[src/rtl/bch_enc_seq.sv]
// bch_enc_seq: sequential systematic BCH encoder, W message bits per cycle through an unrolled LFSR
// ports: clk, rst_n (async active-low); in_valid/in_ready/in_data[K-1:0] message in;
//        out_valid/out_ready/out_data[K+P-1:0] codeword {message, parity} out; busy while encoding
module bch_enc_seq #(
   parameter int         K        = 127,
   parameter int         P        = 14,
   parameter logic [P:0] GEN_POLY = 15'h4377,
   parameter int         W        = 1
) (
   input  logic           clk,
   input  logic           rst_n,
   input  logic           in_valid,
   output logic           in_ready,
   input  logic [K-1:0]   in_data,
   output logic           out_valid,
   input  logic           out_ready,
   output logic [K+P-1:0] out_data,
   output logic           busy
);
   localparam int NBEAT = (K + W - 1) / W;
   localparam int NB    = NBEAT * W;
   localparam int CW    = $clog2(NBEAT + 1);
   typedef enum logic [1:0] {IDLE, ENC, DONE} state_t;
   state_t         state;
   logic [K-1:0]   msg_q;
   logic [P-1:0]   r, nr;
   logic [CW-1:0]  cnt;
   logic [NB-1:0]  pad;
   logic [W-1:0]   d;
   logic           fb;
   if (!GEN_POLY[P]) begin : g_poly_chk
      $error("GEN_POLY must have bit P set");
   end
   if (W < 1 || W > K) begin : g_w_chk
      $error("W must lie in 1..K");
   end
   assign pad = NB'(msg_q);
   // beat cnt takes the next W bits MSB first; out-of-range counts shift everything out
   assign d = W'(pad >> ((NBEAT - 1 - int'(cnt)) * W));
   always_comb begin
      nr = r;
      fb = 1'b0;
      for (int i = W - 1; i >= 0; i--) begin
         fb = d[i] ^ nr[P-1];
         nr = (nr << 1) ^ ({P{fb}} & GEN_POLY[P-1:0]);
      end
   end
   assign in_ready = state == IDLE;
   assign busy     = state == ENC;
   assign out_data = {msg_q, r};
   always_ff @(posedge clk or negedge rst_n) begin
      if (!rst_n) begin
         state     <= IDLE;
         msg_q     <= '0;
         r         <= '0;
         cnt       <= '0;
         out_valid <= 1'b0;
      end else begin
         case (state)
            IDLE: if (in_valid) begin
               msg_q <= in_data;
               r     <= '0;
               cnt   <= '0;
               state <= ENC;
            end
            ENC: begin
               r   <= nr;
               cnt <= cnt + CW'(1);
               if (cnt == CW'(NBEAT - 1)) begin
                  state     <= DONE;
                  out_valid <= 1'b1;
               end
            end
            DONE: if (out_ready) begin
               out_valid <= 1'b0;
               state     <= IDLE;
            end
            default: state <= IDLE;
         endcase
      end
   end
endmodule
[config.mk]
export PLATFORM = sky130hd
export DESIGN_NAME = bch_enc_seq
export DESIGN_NICKNAME = d
export VERILOG_FILES = /design/src/rtl/bch_enc_seq.sv
export SDC_FILE = /design/constraint.sdc
export NUM_CORES = 1
export LEC_CHECK = 0
export ABC_AREA = 1
export BUFFER_PORTS_ARGS = -buffer_cell sky130_fd_sc_hd__buf_4
export CORE_ASPECT_RATIO = 1.1
export CORE_MARGIN = 10
export CORE_UTILIZATION = 45
export DETAILED_ROUTE_END_ITERATION = 16
export PLACE_DENSITY = 0.77
export SYNTH_ARGS = -nofsm -noshare
export SYNTH_HDL_FRONTEND = slang
export SYNTH_SLANG_ARGS = --single-unit
[constraint.sdc]
create_clock -name clk -period 2.24 [get_ports clk]
set_input_delay 0.112 -clock clk [delete_from_list [all_inputs] [get_ports clk]]
set_output_delay 0.112 -clock clk [all_outputs]
set_load 0.05 [all_outputs]
==> results of run 1 <==
==> cells in the mapped netlist, types with 3 or more instances <==
cell      number  area share, %
nand2_1      463             24
dfrtp_1      151             52
nand3_1      134            9.2
inv_1         60            3.1
o21ai_0       56            3.8
clkbuf_1      30            1.5
buf_2         17            1.2
inv_2          7           0.36
nor2_1         7           0.36
o22ai_1        6           0.51
a21oi_1        5           0.34
buf_6          4           0.62
nand2_4        4           0.62
nand3_2        3           0.41
==> critical path, cell delays in order (launching register included) <==
cell     delay [ns]
dfrtp_2        0.46
ha_4           0.32
buf_6          0.13
buf_4          0.14
nand3_1        0.09
nand2_1        0.09
nand2_1        0.07
nand3_2        0.10
nand3_2        0.07
nand3_2        0.10
nand3_2        0.11
nand2_4        0.17
nand2_8        0.09
nand2_8        0.13
nand3_2        0.08
nand3_2        0.06
nand2_1        0.06
==> how the worst max path moves through the flow <==
stage	startpoint	end	slack [ns]	cells after the start
after floorplan	cnt[0]	r[2]	-0.13	21
after global placement	cnt[0]	r[4]	-0.02	16
after detailed placement	cnt[0]	r[1]	-0.05	16
after CTS	cnt[1]	r[1]	-0.002	15
after global routing	cnt[0]	r[5]	-0.25	18
final	cnt[1]	r[4]	-0.14	16
==> logic make-up after synthesis <==
group                    synth area share (%)
AND/OR/NAND/NOR                          35.3
flip-flops                               51.6
buffers and inverters                    7.04
AO/OA/AOI/OAI                            4.82
XOR/XNOR                                0.838
adder cells (fa/ha/maj)                 0.342
==> flip-flops by register name (all words and copies together) (netlist names) <==
| signal | flops |
|---|---|
| msg_q | 127 |
| r | 14 |
| state | 2 |
| out_valid | 1 |
| cnt | 7 |
==> repair_timing <==
item / CTS / global route
pin swaps: 36 / 26
hold endpoints to repair: 181 / 0
cloned: 1 / 3
gates resized for setup: 62 / 50
setup buffers: 11 / 6
endpoints found under the setup margin: 8 / 8
hold buffers: 129 / 0
==> routing by layer <==
layer / share of wire (%) / vias up
li1: - / 3879
met1: 38 / 4009
met2: 49 / 438
met3: 9.4 / 85
met4: 3.8 / 0
met5: 0 / -
==> final cells by class <==
class                      count  area, um^2
inverter                      69         284
clock inverter                 8         170
timing repair buffer         451        3950
clock buffer                  22         474
tap                          200         250
fill                        1043        3430
antenna                        5        12.5
sequential                   151        3780
multi-input combinational    692        3500
==> per-stage QoR <==
stage / worst slack [ns] / instances
2_1_floorplan: -0.126 / 965
3_3_place_gp: -0.0211 / 1413
3_5_place_dp: -0.0459 / 1413
4_1_cts: -0.00223 / 1584
5_1_grt: -0.246 / 1597
6_report: -0.140 / 1598
==> flow_summary.toml, run 1 <==
[setup_path]
end_kind = "flop"
worstPathRequired_ns = 2.54
cp_max_fo = 7
crit_type = "flop to flop"
arrival_ns = 2.68
rr_startpoint = "cnt[1]"
reg2reg_slack_ns = -0.14
r2r-end = "r[4]"
reg2reg_depth = 16
startpoint_type = "flop"

[final_layout]
post-route-util_pct = 78.4
layout_common_cells = "nand2_1 (459), buf_4 (298), dfrtp_1 (149), dlygate4sd3_1 (129), nand3_2 (73)"
syn_to_final_growth_pct = 69.8
design_area_um2 = 12400
final_common_cell = "nand2_1"
final_layout_size_suffix_gt1_share_pct = 32.8
num-nets-final = 1515

[grt]
grt_pass1_wl_um = 46400
overflow = 0
grt_use_met1_pct = 31.0
busiest_layer = "met2"
grt_pass1_vias = 8605
grt_usage_pct = 26.2
use_met2_pct = 43.0
grt_max_degree = 86
use_met3_pct = 7.79
antenna_found_initial = 5

[sta]
period_needed_ns = 2.38
fin_crit_sh_pct = 106
setup_ws_ns = -0.140
slew_violations = 0
slew_headroom_pct = 40.4
setup_viol = 8
rsz0062_at_grt = "yes"
whs_ns = 0.0292
tns_ns = -0.956
max_freq_mhz = 420
hold_viol_final = 0
worstMarginPinSlew_ns = 0.895
fin_skew_ns = 0.0103

[floorplan]
core_area_um2 = 15900
die_h_um = 154
rows = 48
ios = 275
die_x_um = 142
initial_core_util_pct = 46.2
die_area_um2 = 21800

[cts]
tritoncts = "done"
clockBufferDepth = 2
numCtsBuffers = 17
clockRootBuffer = "clkbuf_16"
htree_levels = 4
path_clk_slew_ns = 0.06
cts_sinks = 151
insertion_delay_ns = 0.42

[min_path]
hold_start = "in_valid"
min_to = "state[0]"
hp-class = "input port to flop"
hold_path_depth = 3

[synthesis]
ys_seq_area_share_pct = 51.6
syn_area_um2 = 7320
synth_nets = 1098
yosysUniqueCellTypes = 27
ys_warn_count = 0
synth_cells = 965
async_reset_ff_share_pct = 100
ys_seq_elements = 151
synth_edf_count = 0
ys.flop_type = "dfrtp_1"
avgSynthCellArea_um2 = 7.58

[flow_run]
maxCapViolCount = 0

[detailed_routing]
drtIter0Drc = 674
post_drt_via_cell_ratio = 5.26
wl_um = 30000
post_drt_wl_per_cell_um = 18.8
drtPass1Iterations = 5
ant_nets = 0
drc = 0
vias = 8411

[run_status]
status = "finished with violations"
violations = "setup timing"

[placed_design]
placed_area_um2 = 9710
hpwlAfterDp_um = 19500
gp_congestion = 0.917
portBuffers = 274
Power of run 1 is left out: the tool's default activity adds up to more than one toggle a clock period on the data nets, which glitch-free logic cannot reach.
==> run 2, diff against run 1 <==
- PLACE_DENSITY: 0.77 -> 0.74
- SETUP_SLACK_MARGIN: not set -> 0.2
- clock period: 2.24 -> 2.3 ns (I/O delays scaled with it)
==> flow_summary.toml, run 2 (synthesized netlist as in run 1, its figures left out) <==
[detailed_routing]
drtPass1Iterations = 5
post_drt_wl_per_cell_um = 18.1
vias = 8134
ant_nets = 0
drtIter0Drc = 640
wl_um = 28600
post_drt_via_cell_ratio = 5.15
drc = 0

[final_layout]
layout_common_cells = "nand2_1 (457), buf_4 (288), dfrtp_1 (149), dlygate4sd3_1 (129), nand3_1 (112)"
final_common_cell = "nand2_1"
num-nets-final = 1497
largest_register_ff_count = 127
instances_no_fill = 1578
final_layout_size_suffix_gt1_share_pct = 28.5
syn_to_final_growth_pct = 62.2
largest-register = "msg_q"
largestRegisters = "msg_q: 127 flops, r: 14 flops, cnt: 7 flops"
nFillCells = 1105
post-route-util_pct = 74.9

[floorplan]
die_h_um = 154
die_x_um = 142
rows = 48
initial_core_util_pct = 46.2
die_area_um2 = 21800
core_area_um2 = 15900
ios = 275

[cts]
cts_sinks = 151
tritoncts = "done"
clockBufferDepth = 2
htree_levels = 4
clockRootBuffer = "clkbuf_16"
path_clk_slew_ns = 0.06
numCtsBuffers = 17
insertion_delay_ns = 0.43

[setup_path]
startpoint_type = "flop"
worstPathRequired_ns = 2.62
cp_max_fo = 7
crit_type = "flop to flop"
arrival_ns = 2.75
end_kind = "flop"

[sta]
setup_viol = 8
slew_violations = 0
period_needed_ns = 2.43
setup_ws_ns = -0.131
hold_viol_final = 0
max_freq_mhz = 411
rsz0062_at_grt = "yes"
worstMarginPinSlew_ns = 0.912
fin_skew_ns = 0.00642
slew_headroom_pct = 39.2
fin_crit_sh_pct = 106
whs_ns = 0.169

[placed_design]
portBuffers = 274
hpwlAfterDp_um = 18900
dpl.cell_count = 1410
gp_congestion = 0.890

[grt]
grt_usage_pct = 25.8
grt_pass1_wl_um = 45600
grt_pass1_vias = 8419
overflow = 0
antenna_found_initial = 1
grt_max_degree = 169

[run_status]
violations = "setup timing"
status = "finished with violations"

[min_path]
hp-class = "input port to flop"

[flow_run]
maxCapViolCount = 0
-- run 2: cell types whose count changed in the layout (fill, tap and decap cells not counted), moves of 2 or more --
cell       before  now
clkbuf_16      20   18
clkinv_2        1    4
buf_12          7    5
o21ai_0        52   55
clkinv_4        0    3
nand3_2        73   21
bufinv_16       5    2
nand3_1        61  112
buf_8           4    2
diode_2         5    1
o21ai_1         6    3
nand2_1       459  457
buf_4         298  288
-- run 2: critical path, stage by stage, from the launching register on --
cell and delay (ns):
dfrtp_2 0.38, buf_6 0.11, inv_4 0.04, ha_4 0.35
buf_6 0.16, buf_8 0.13, nand3_2 0.07, nand2_2 0.07
nand2_1 0.05, nand3_1 0.07, nand3_1 0.08, nand3_1 0.09
nand3_2 0.09, nand2_4 0.17, nand2_8 0.09, nand2_8 0.13
nand3_2 0.08, nand3_1 0.09, nand2_1 0.05
-- run 2: cell type report --
type                    count  area (um^2)  area share, %
flip-flops and latches    151         3780           31.8
repair buffers            433         3710           31.3
inverters                  69          274           2.31
diodes                      1         2.50         0.0211
clock buffers              21          470           3.96
multi-input cells         692         3260           27.4
clock inverters            11          123           1.03
well taps                 200          250           2.11
-- run 2: final timing paths --
path / start / end / slack [ns] / cells past startpoint
worst max-delay path: cnt[0] / r[9] / -0.13 / 18
worst max register to register: cnt[0] / r[9] / -0.13 / 18
min in group asynchronous: rst_n / msg_q[94] / 0.19 / 2
max in group asynchronous: rst_n / cnt[1] / 1.42 / 3
worst min register to register: msg_q[96] / msg_q[96] / 0.51 / 2
worst min-delay path: in_valid / r[5] / 0.17 / 6
-- run 2: metrics by stage --
stage          cell area (um^2)  setup slack, ns  TNS [ns]
6_report                  11900           -0.131    -0.813
5_1_grt                   11900           -0.238     -1.62
4_1_cts                   11700         -0.00241  -0.00443
3_5_place_dp               9670          -0.0956    -0.662
3_3_place_gp               9670          0.00933         0
2_1_floorplan              7380          -0.0659    -0.445
-- run 2: timing repair --
item	CTS	global route
endpoints found under the hold margin	168	0
hold buffers	129	0
pin swaps	2	20
buffers inserted	4	0
cloned	1	1
setup endpoints to repair	17	8
resized for setup	21	30
-- run 2: per-layer routing --
metal	vias up	global-route usage (%)	part of all wire (%)
met4	0	11.8	3.8
met2	359	41.0	49
met5	-	0	0
li1	3835	-	-
met1	3862	31.7	40
met3	78	7.33	7.8
Power of run 2 is left out for the same reason.
==> run 3, diff against run 2 <==
- RECOVER_POWER: not set -> 100
==> flow_summary.toml, run 3 (synthesized netlist as in run 1, its figures left out) <==
[final_layout]
final_common_cell = "nand2_1"
instances_no_fill = 1578
syn_to_final_growth_pct = 54.6
layout_common_cells = "nand2_1 (457), dfrtp_1 (149), buf_4 (145), clkbuf_1 (142), dlygate4sd3_1 (129)"
final_layout_size_suffix_gt1_share_pct = 18.2
largestRegisters = "msg_q: 127 flops, r: 14 flops, cnt: 7 flops"
largest_register_ff_count = 127
largest-register = "msg_q"
num-nets-final = 1497
design_area_um2 = 11300

[grt]
grt_usage_pct = 25.8
overflow = 0
grt_max_degree = 169
antenna_found_initial = 1
grt_pass1_wl_um = 45600
grt_pass1_vias = 8419

[setup_path]
reg2reg_depth = 18
rr_startpoint = "cnt[0]"
crit_type = "flop to flop"
reg2reg_slack_ns = -0.12
startpoint_type = "flop"
arrival_ns = 2.74
cp_max_fo = 8
end_kind = "flop"
r2r-end = "r[6]"
worstPathRequired_ns = 2.62

[sta]
fin_crit_sh_pct = 105
whs_ns = 0.166
hold_viol_final = 0
slew_violations = 0
worstMarginPinSlew_ns = 1.05
max_freq_mhz = 413
period_needed_ns = 2.42
setup_ws_ns = -0.120
fin_skew_ns = 0.00587
setup_viol = 8
slew_headroom_pct = 29.9
tns_ns = -0.759
rsz0062_at_grt = "yes"

[detailed_routing]
post_drt_via_cell_ratio = 5.12
post_drt_wl_per_cell_um = 18.1
ant_nets = 0
drc = 0
drtIter0Drc = 689
vias = 8081
drtPass1Iterations = 5
wl_um = 28600

[cts]
clockBufferDepth = 2
clockRootBuffer = "clkbuf_16"
cts_sinks = 151
numCtsBuffers = 17
tritoncts = "done"
htree_levels = 4
insertion_delay_ns = 0.43
path_clk_slew_ns = 0.06

[flow_run]
maxCapViolCount = 0

[floorplan]
die_h_um = 154
ios = 275
initial_core_util_pct = 46.2
core_area_um2 = 15900
die_x_um = 142
die_area_um2 = 21800
rows = 48

[placed_design]
dpl.cell_count = 1410
gp_congestion = 0.890
hpwlAfterDp_um = 18900
placed_area_um2 = 9670
portBuffers = 274

[run_status]
violations = "setup timing"
status = "finished with violations"

[min_path]
hold_start = "in_valid"
hp-class = "input port to flop"
hold_path_depth = 6
min_to = "r[5]"
run 3: cell count changes in the layout (fill, tap and decap cells not counted), sizes merged:
cell	before	now
clkbuf	22	167
buf	303	158
run 3: worst max path at each step:
stage          cells after the start    to   start
3_5_place_dp                      16  r[4]  cnt[0]
3_3_place_gp                      16  r[4]  cnt[0]
2_1_floorplan                     21  r[2]  cnt[0]
6_report                          18  r[6]  cnt[0]
5_1_grt                           17  r[9]  cnt[0]
4_1_cts                           18  r[6]  cnt[0]
run 3: metrics by stage:
| step | worst slack (ns) | utilization [%] |
|---|---|---|
| 3_5_place_dp | -0.0956 | 61.0 |
| 2_1_floorplan | -0.0659 | - |
| 5_1_grt | -0.238 | 71.4 |
| 4_1_cts | -0.00241 | 73.7 |
| 6_report | -0.120 | 71.4 |
| 3_3_place_gp | 0.00933 | 61.0 |
run 3: final cells by class:
| class | instances | area (um^2) |
|---|---|---|
| Antenna cell | 1 | 2.50 |
| Clock buffer | 21 | 470 |
| Clock inverter | 11 | 123 |
| Fill cell | 1300 | 4540 |
| Inverter | 69 | 274 |
| Multi-Input combinational cell | 692 | 3260 |
| Sequential cell | 151 | 3780 |
| Tap cell | 200 | 250 |
| Timing Repair Buffer | 433 | 3160 |
run 3: critical path: stages (launching register included):
cell	delay, ns
dfrtp_2	0.38
buf_6	0.11
inv_4	0.04
ha_4	0.35
buf_6	0.16
buf_8	0.13
nand3_2	0.07
nand2_2	0.07
nand2_1	0.05
nand3_1	0.07
nand3_1	0.08
nand3_1	0.09
nand3_2	0.09
nand2_4	0.17
nand2_8	0.09
nand2_8	0.11
nand3_1	0.09
nand3_1	0.10
nand2_1	0.05
run 3: what timing repair did:
item                                    4_1_cts  5_1_grt
pin swaps                                     2       20
hold endpoints to repair                    168        0
gates cloned                                  1        1
hold buffers                                129        0
endpoints found under the setup margin       17        8
resized for setup                            21       30
setup buffers                                 4        0
run 3: routing by layer:
layer / vias to the layer above / routed length [um] / track usage (%)
met5: - / 0 / 0
met3: 66 / 2150 / 7.33
met1: 3830 / 11500 / 31.7
met2: 348 / 14000 / 41.0
met4: 0 / 977 / 11.8
li1: 3837 / - / -
Power of run 3 is left out for the same reason.
